[config.mk]
export PLATFORM = sky130hd
export DESIGN_NAME = ballot_collector
export DESIGN_NICKNAME = d
export VERILOG_FILES = /design/src/rtl/ballot_collector.sv
export SDC_FILE = /design/constraint.sdc
export NUM_CORES = 1
export LEC_CHECK = 0
export ABC_AREA = 1
export BUFFER_PORTS_ARGS = -buffer_cell sky130_fd_sc_hd__buf_4
export CAP_MARGIN = 25
export CORE_MARGIN = 5
export CORE_UTILIZATION = 60
export DETAILED_ROUTE_END_ITERATION = 10
export PLACE_DENSITY = 0.85
export SLEW_MARGIN = 20
export SYNTH_ARGS = -nofsm -noshare
export SYNTH_HDL_FRONTEND = slang
export SYNTH_SLANG_ARGS = --single-unit
[constraint.sdc]
create_clock -name clk -period 3.9 [get_ports clk]
set_clock_uncertainty 0.05 [all_clocks]
set_input_delay 0 -clock clk [delete_from_list [all_inputs] [get_ports clk]]
set_output_delay 0 -clock clk [all_outputs]
set_load 0.02 [all_outputs]
[src/rtl/ballot_collector.sv]
// Ballot collector: accepts one ballot per handshake and rejects repeat voters.
// It packs ballots into a flat vector and seals it on a full count or on close.
module ballot_collector #(
  parameter int N_VOTERS       = 16,
  parameter int CAND_W         = 2,
  parameter int ID_W           = 4,
  parameter int DEFAULT_CHOICE = 0
) (
  input  logic                       clk,
  input  logic                       rst,
  input  logic                       vote_valid,
  output logic                       vote_ready,
  input  logic [ID_W-1:0]            vote_id,
  input  logic [CAND_W-1:0]          vote_choice,
  input  logic                       close,
  output logic                       ballot_valid,
  input  logic                       ballot_ready,
  output logic [N_VOTERS*CAND_W-1:0] ballot_bus,
  output logic [N_VOTERS-1:0]        voted_mask,
  output logic [ID_W:0]              vote_count,
  output logic                       dup_err
);

  localparam logic [CAND_W-1:0] DEF_CHOICE = CAND_W'(DEFAULT_CHOICE);
  localparam logic [ID_W:0]     FULL_COUNT = (ID_W+1)'(N_VOTERS);

  typedef enum logic {COLLECT = 1'b0, SEALED = 1'b1} state_t;

  state_t                      r_state, w_state_nxt;
  logic [N_VOTERS*CAND_W-1:0]  r_bus, w_bus_nxt;
  logic [N_VOTERS-1:0]         r_mask, w_mask_nxt;
  logic [ID_W:0]               r_count, w_count_nxt;
  logic                        r_dup, w_dup_nxt;

  always_ff @(posedge clk) begin
    if (rst) begin
      r_state <= COLLECT;
      r_bus   <= '0;
      r_mask  <= '0;
      r_count <= '0;
      r_dup   <= 1'b0;
    end else begin
      r_state <= w_state_nxt;
      r_bus   <= w_bus_nxt;
      r_mask  <= w_mask_nxt;
      r_count <= w_count_nxt;
      r_dup   <= w_dup_nxt;
    end
  end

  always_comb begin
    w_state_nxt = r_state;
    w_bus_nxt   = r_bus;
    w_mask_nxt  = r_mask;
    w_count_nxt = r_count;
    w_dup_nxt   = 1'b0;
    case (r_state)
      COLLECT: begin
        // vote_ready is constantly 1 here, so vote_valid alone completes a handshake
        if (vote_valid) begin
          if (r_mask[vote_id]) begin
            w_dup_nxt = 1'b1;
          end else begin
            w_bus_nxt[CAND_W*int'(vote_id) +: CAND_W] = vote_choice;
            w_mask_nxt[vote_id] = 1'b1;
            w_count_nxt = r_count + 1'b1;
          end
        end
        if (close || (w_count_nxt == FULL_COUNT)) w_state_nxt = SEALED;
        // Slots still empty after this edge's ballot receive the default code
        if (close) begin
          for (int i = 0; i < N_VOTERS; i++) begin
            if (!w_mask_nxt[i]) w_bus_nxt[CAND_W*i +: CAND_W] = DEF_CHOICE;
          end
        end
      end
      SEALED: begin
        if (ballot_ready) begin
          w_state_nxt = COLLECT;
          w_bus_nxt   = '0;
          w_mask_nxt  = '0;
          w_count_nxt = '0;
        end
      end
      default: w_state_nxt = COLLECT;
    endcase
  end

  assign vote_ready   = (r_state == COLLECT);
  assign ballot_valid = (r_state == SEALED);
  assign ballot_bus   = r_bus;
  assign voted_mask   = r_mask;
  assign vote_count   = r_count;
  assign dup_err      = r_dup;

endmodule
Yosys cells after proc, flatten, opt, wreduce, memory -nomap -nowiden
Cells that the tools add are included.
Word-level totals
  register bits after elaboration: 55
  input bits: 11
  output and inout bits: 56
  logic and storage cells: 59
Cells by class
  add/sub/neg operators: 2
  $lt $le $gt $ge: 2
  equality and inequality tests: 2
  shift operators: 2
  mux-type cells: 40
  bitwise logic cells: 3
  reductions and logical operators: 3
Operators by type and width (number)
  2-to-1 mux 32 bit: 4
  2-to-1 mux 16 bit: 4
  case mux 32 bit (2 select lines): 1
  negator 5 -> 33 bit: 1
  variable shift 2 x 33 -> 32 bit, first input constant: 1
  indexed part select 2 x 33 -> 32 bit: 1
  bitwise mux 32 bit: 1
  2-to-1 mux 2 bit: 16
  case mux 16 bit (2 select lines): 1
  2-to-1 mux 5 bit: 4
  OR 16 bit: 1
  case mux 5 bit (2 select lines): 1
  adder 5 x 1 -> 5 bit, second input constant: 1
  == test 5 bit, second input constant: 1
  less-than comparator 4 x 5 -> 1 bit, second input constant: 1
  2-to-1 mux 1 bit: 5
  binary-select mux 1 bit (select 4 bit): 1
  demux 1 bit (select 4 bit): 1
  >= comparator 4 x 1 -> 1 bit, second input constant: 1
  OR reduction 3 bit: 1
  inequality test 2 bit, second input constant: 1
  inverter 1 bit: 2
  case mux 1 bit (2 select lines): 1
  logical AND 1 bit: 1
  logical OR 1 bit: 1

Logic depth before layout (Yosys ltp)
Gate-level depths: netlist of the first run.
  word-level depth: 11
  depth in mapped cells: 17
  gate-level depth less buffers: 15

Least setup slack after synthesis of the first run
No wires, ideal clock.
  kind: input to register
  start: input port vote_id[0]
  end: register r_bus[26] (netlist: ballot_bus[26])
  data arrival time: 1.622 ns
  required time: 3.734 ns
  setup slack: 2.112 ns
  cell stages on the path: 11
  path buffers: 1
  cell sequence: buf_6 nor3_1 ha_1 nor2_1 inv_1 nor3_1 nand2_2 o21ai_1 nor2_1 nand2_1 o21ai_1
On the way
  longest elaborated chain between the ends: 11
  elaborated cells on any way between the ends: 20
  classes of those cells: add/sub (1); order compare (2); shift (2); mux (13); bitwise (1); reduce/logical (1)
Ends and longest elaborated chain
  start, declared: RTL line 13  | input logic [ID_W-1:0] vote_id,
  less-than comparator 4 x 5 -> 1 bit (implied by the code) / >= comparator 4 x 1 -> 1 bit (equally long branches): RTL line 65  | w_mask_nxt[vote_id] = 1'b1;
  logical AND 1 bit (implied by the code): RTL line 65
  2-to-1 mux 1 bit (implied by the code): RTL line 65
  demux 1 bit (select 4 bit): RTL line 65
  OR 16 bit (no line)
  2-to-1 mux 16 bit: RTL line 61  | if (r_mask[vote_id]) begin
  2-to-1 mux 16 bit: RTL line 60  | if (vote_valid) begin
  2-to-1 mux 16 bit: RTL line 57  | case (r_state)
  2-to-1 mux 2 bit: RTL line 73  | if (!w_mask_nxt[i]) w_bus_nxt[CAND_W*i +: CAND_W] = DEF_CHOICE;
  2-to-1 mux 32 bit *: RTL line 71  | if (close) begin
  case mux 32 bit (2 select lines) *: RTL line 57
  end signal, assigned: RTL line 44  | r_bus <= w_bus_nxt;
  end, declared: RTL line 30  | logic [N_VOTERS*CAND_W-1:0] r_bus, w_bus_nxt;
Every way passes the cells marked *; elsewhere a longest branch is shown, timed or not. The select of a mux whose other input is x is not followed.
A chain may end at the register's enable or synchronous reset.

Final worst setup path of the first run
  start: register r_mask[4] (netlist: voted_mask[4])
  end: register r_bus[20] (netlist: ballot_bus[20])
On the way
  longest elaborated chain between the ends: 8
  elaborated cells on any way between the ends: 10
  classes of those cells: mux (10)
Ends and longest elaborated chain
  start, declared: RTL line 31  | logic [N_VOTERS-1:0] r_mask, w_mask_nxt;
  start signal, assigned: RTL line 45  | r_mask <= w_mask_nxt;
  binary-select mux 1 bit (select 4 bit) *: RTL line 61
  2-to-1 mux 1 bit (implied by the code) *: RTL line 61
  2-to-1 mux 16 bit: RTL line 61
  2-to-1 mux 16 bit: RTL line 60
  2-to-1 mux 16 bit: RTL line 57
  2-to-1 mux 2 bit: RTL line 73
  2-to-1 mux 32 bit *: RTL line 71
  case mux 32 bit (2 select lines) *: RTL line 57
Marked as above.

==> metrics.txt, run 1 <==
CP Capture Type flip-flop; vias in the first global route 3646; number of max-cap violations 0; H-tree Lvls 2; Tmin final between 2 and 2.5 ns; proportion of layout cells with a drive suffix above 1 15.0%; post-route ant nets 0; Startpoint Class flip-flop; Worst Hold Class input pin to flip-flop; area of the multi-input gates 1930 um2; area delta synth->final 16.9%; slew margin rel. 51.2%; IO Port Bufs between 60 and 70; cells after synthesis between 500 and 600; setup violation total in the final timing report 0; largest net degree at the start of global routing 35; Vias/cell about 5.6; TNS Setup 0 ns; final instance area around 4000 um2; # IOs 67; clk_lat worst skew between 0.3 and 0.4 ns; WL/cell approximately 15 um; drt drc 0; status completed; Syn Area/Cell just over 6 um2; via count just under 4k; FF+latch count, synth 55; synth cell count leaders nand2_1, inv_1, dfxtp_1; fmax 0.413 GHz; Remaining Overflow, GRT 0; largest cells by area after synthesis dfxtp_1, nand2_1, inv_1; Initial Utilization between 60 and 70%; worst-margin pin slew roughly 0.73 ns; PwrDens 287 nW/um2; worst-path fanout max 13; RSZ-0062 raised after global routing no; Post-layout nets 639; # diodes 0; main flop type after synthesis dfxtp_1; maximum VDD drop 0.171 mV; clock sink count 55; die area approximately 7300 um2; most frequent cell after synthesis nand2_1; Setup crit start voted_mask[4]$_SDFFE_PP0P_; number of flops mapped to enable cells by yosys 0; synth unique cells 34; Fin. Hold Viols 0; Final GP Congestion 0.899; Final Hold Slack ~0.035 ns; FF+latch area around 1100 um2; initial antenna violation count 0; Rows 27; hold_sp vote_choice[1]; total CTS buffers 5; worst setup margin around 1.5 ns; Bufs on Longest Clock Path 2; pre-CTS setup slack about 1.2 ns; Power Total 1150 uW; clk root buf clkbuf_8; CTS tree built; detailed placer's ending HPWL ~8000 um; Placed Area roughly 4000 um2; Synthesized Nets approximately 600; CP required around 4.1 ns; Synth top area share 32.0%; Slew Viols, Final 0; hold path cells 5; Fill cells a little under 500; Core ar. around 5500 um2; Total GRT Usage 29.0%; CP Data Arrival Time around 2.6 ns; Leak about 0.0019 uW; Ys Warns 0; DRT iter0 DRCs around 320; area leader, netlist dfxtp_1; FF-to-FF Start voted_mask[4]$_SDFFE_PP0P_; die width 85.7 um; Synth Cell Area between 3000 and 4000 um2; final worst path period share between 60% and 70%; Die Ht ~86 um; clock-pin transition on the worst setup and hold timing paths roughly 0.10 ns; first-pass GRT wire length ~17000 um; routed wire length approximately 11000 um; asr flop ratio synth 0%; post-synthesis sequential area ratio roughly 32%; R2R depth 15; drt pass-1 iters 5; Crit Path Category flip-flop to flip-flop
what timing repair did:
action	in CTS	in global routing
gates resized for setup	0	0
hold endpoints to repair	2	0
hold buffers	1	0
buffers inserted	0	0
worst paths after layout:
check | to | slack [ns]
setup / recovery | ballot_bus[20]$_SDFFE_PP0P_ | 1.48
hold / removal | ballot_bus[1]$_SDFFE_PP0P_ | 0.04
setup reg to reg | ballot_bus[20]$_SDFFE_PP0P_ | 1.48
hold reg to reg | ballot_bus[8]$_SDFFE_PP0P_ | 0.42
stage by stage:
| step | cells | utilization, % |
|---|---|---|
| floorplan | 564 | - |
| CTS | 692 | 72.5 |
| detailed placement | 683 | 70.9 |
| global placement | 683 | 70.9 |
| global route | 692 | 72.5 |
| finish | 692 | 72.5 |
area by class of cell:
cell class / instances / area share [%]
Multi-Input combinational cell: 409 / 48.0
Sequential cell: 55 / 27.4
Timing Repair Buffer: 69 / 13.0
Inverter: 79 / 7.38
Tap cell: 72 / 2.24
Clock buffer: 7 / 1.90
Clock inverter: 1 / 0.125
layout by cell type, fill, tap and decap left out:
cell type and instances:
a21oi_1 33, and2_1 1, nand2_1 197, or2_0 1
nor2_4 2, dfxtp_1 55, clkbuf_1 2, nor2_8 1
nand3_1 35, dlygate4sd3_1 1, nand3b_1 1, or2_2 1
inv_2 3, o21ai_0 36, nand2_2 4, clkinv_2 1
xor2_1 1, nor3_1 10, nand4_1 11, clkbuf_8 5
clkinv_1 1, nand3_2 6, o21ai_1 13, a21oi_2 1
and3_1 1, o22ai_1 3, a211oi_1 2, o21bai_1 1
buf_4 68, nor3b_1 1, nor2_2 1, nor2_1 37
ha_1 9, inv_1 75
worst max-delay path, cell delays in order, from the launching register on:
cell,delay [ns]
dfxtp_1,0.35
inv_1,0.07
nand2_1,0.05
nand3_1,0.08
nand2_1,0.06
nand2_1,0.08
nand2_2,0.07
nor2_4,0.28
nand2_1,0.39
nor2_1,0.33
nand2_1,0.08
nand2_1,0.06
nand2_1,0.07
nand2_1,0.15
nand3_1,0.11
nand2_1,0.07
flip-flops by register name, indices dropped and copies added, names as in the netlist:
register,flops
ballot_valid,1
vote_count,5
dup_err,1
voted_mask,16
ballot_bus,32
where the power goes:
group / internal [uW] / total [uW] / switching, uW
Sequential: 572 / 581 / 9.60
Clock: 127 / 318 / 191
Combinational: 71.0 / 253 / 182
cells by family after synthesis:
group | after synthesis | synth area share [%]
and+or+nand+nor | 310 | 39.2
buffers and inverters | 100 | 11.8
AOI/OAI and AO/OA | 89 | 13.4
xor gates and xnor gates | 1 | 0.255
DFF | 55 | 32.0
adders and majority gates | 9 | 3.28
layer usage:
layer	track usage [%]	up-vias	wire length [um]
met3	4.51	23	824
met4	8.63	0	186
met2	50.5	163	5110
li1	-	1886	-
met1	36.7	1774	4420
met5	0	-	0
Power figures use the tool's default switching activity.
==> run 2, diff against run 1 <==
CORE_UTILIZATION = 50   (was 60)
PLACE_DENSITY = 0.75   (was 0.85)
clock period = 2.2 ns   (was 3.9 ns; I/O delays follow)
==> metrics.txt, run 2 (synthesized netlist as in run 1, its figures left out) <==
status completed (unchanged); Slew Viols, Final 0 (unchanged); first-pass GRT wire length 17000 um (was 17200 um); worst setup margin 0.281 ns (was 1.48 ns); most common cell after layout, fill and taps aside nand2_1 (unchanged); PwrDens 550 nW/um2 (was 287 nW/um2); Fin. Hold Viols 0 (unchanged); Largest register FFs 32 (unchanged); clk_lat worst skew 0.31 ns (was 0.32 ns); WL/cell 14.5 um (was 15.2 um); # diodes 0 (unchanged); IO Port Bufs 66 (unchanged); Total GRT Usage 24.2% (was 29.0%); Startpoint Class flip-flop (unchanged); Finished Layout Cells 712 (was 692); worst-path fanout max 8 (was 13); setup violation total in the final timing report 0 (unchanged); # IOs 67 (unchanged); detailed placer's ending HPWL 7990 um (was 8120 um); Worst Hold Class input pin to flip-flop (unchanged); Power Total 2290 uW (was 1150 uW); slew margin rel. 67.4% (was 51.2%); clk root buf clkbuf_8 (unchanged); CP required 2.38 ns (was 4.12 ns); total CTS buffers 5 (unchanged); post-route ant nets 0 (unchanged); CTS tree built (unchanged); Die Ht 92.9 um (was 85.7 um); die area 8630 um2 (was 7340 um2); Final GP Congestion 0.913 (was 0.899); Leak 0.00201 uW (was 0.00193 uW); Core ar. 6760 um2 (was 5540 um2); Post-layout nets 651 (was 639); die width 92.9 um (was 85.7 um); pre-CTS setup slack 0.163 ns (was 1.21 ns); DRT iter0 DRCs 219 (was 319); routed wire length 10300 um (was 10500 um); via count 3842 (was 3846); worst-margin pin slew 0.488 ns (was 0.731 ns); drt pass-1 iters 5 (unchanged); final worst path period share 87.2% (was 62.2%); CP Capture Type flip-flop (unchanged); Rows 30 (was 27); final core utilization 61.7% (was 72.5%); placed cell count 703 (was 683); largest net degree at the start of global routing 34 (was 35); Remaining Overflow, GRT 0 (unchanged); CP Data Arrival Time 2.10 ns (was 2.64 ns); initial antenna violation count 0 (unchanged); commonest non-fill, non-tap cells in the layout nand2_1, buf_4, inv_1 (was nand2_1, inv_1, buf_4); TNS Setup 0 ns (unchanged); Tmin final 1.92 ns (was 2.42 ns); Crit Path Category flip-flop to flip-flop (unchanged); maximum VDD drop 0.288 mV (was 0.171 mV); RSZ-0062 raised after global routing no (unchanged); Vias/cell 5.40 (was 5.56); fmax 0.521 GHz (was 0.413 GHz); number of max-cap violations 0 (unchanged); clock sink count 55 (unchanged); area delta synth->final 21.4% (was 16.9%); Initial Utilization 50.9% (was 62.0%); H-tree Lvls 2 (unchanged); vias in the first global route 3639 (was 3646); proportion of layout cells with a drive suffix above 1 16.9% (was 15.0%); Bufs on Longest Clock Path 2 (unchanged); drt drc 0 (unchanged); clock-pin transition on the worst setup and hold timing paths 0.10 ns (about the same)
## run 2: cell count changes in the layout (fill, tap and decap cells not counted), sizes merged
cell | before | now
buf | 68 | 80
bufinv | 0 | 2
clkbuf | 7 | 6
clkinv | 2 | 1
## run 2: repair_timing
action / CTS / global route
hold buffers: 1 / 0
gates resized for setup: 0 / 1
endpoints found under the setup margin: 0 / 1
setup buffers: 0 / 0
endpoints found under the hold margin: 2 / 0
## run 2: final timing paths
path                                               endpoint  slack (ns)  cells past startpoint                        start
worst max register to register  ballot_bus[26]$_SDFFE_PP0P_        0.28                     15   voted_mask[9]$_SDFFE_PP0P_
worst max-delay path            ballot_bus[26]$_SDFFE_PP0P_        0.28                     15   voted_mask[9]$_SDFFE_PP0P_
worst min register to register  ballot_bus[11]$_SDFFE_PP0P_        0.42                      2  ballot_bus[11]$_SDFFE_PP0P_
worst min-delay path             ballot_bus[1]$_SDFFE_PP0P_        0.05                      5               vote_choice[1]
## run 2: cell type report
| class | instances | area, um2 |
|---|---|---|
| timing repair buffer | 81 | 611 |
| tap | 80 | 100 |
| inverter | 79 | 297 |
| sequential | 55 | 1100 |
| clock buffer | 6 | 72.6 |
| multi-input combinational | 409 | 1930 |
| fill | 665 | 2580 |
| clock inverter | 2 | 60.1 |
## run 2: where the power goes
part           internal, uW  switching (uW)  total, uW
combinational           148             324        472
sequential             1010            17.1       1030
clock                   455             336        791
## run 2: stage by stage
| stage | cell area, um2 | hold WS [ns] |
|---|---|---|
| 2_1_floorplan | 3440 | 0.142 |
| 3_3_place_gp | 4030 | 0.299 |
| 3_5_place_dp | 4030 | 0.303 |
| 4_1_cts | 4170 | 0.0352 |
| 5_1_grt | 4170 | 0.0697 |
| 6_report | 4170 | 0.0488 |
## run 2: critical path: stages, from the launching register on
cell     delay, ns
dfxtp_1       0.35
inv_1         0.10
nand2_1       0.06
nand3_1       0.08
nand2_1       0.06
nand2_1       0.06
nand2_2       0.07
inv_1         0.07
nand2_2       0.06
nor2_4        0.21
nand2_1       0.13
o21ai_0       0.18
nand2_1       0.09
nand2_1       0.12
nand2_1       0.07
o21ai_1       0.08
## run 2: layer usage
metal	wire length, um	share of wire (%)	GRT usage (%)	up-vias
met5	0	0	0	-
met4	93	0.90	5.37	0
met3	691	6.7	4.39	11
met2	4890	47	40.6	167
met1	4650	45	32.3	1748
li1	-	-	-	1916
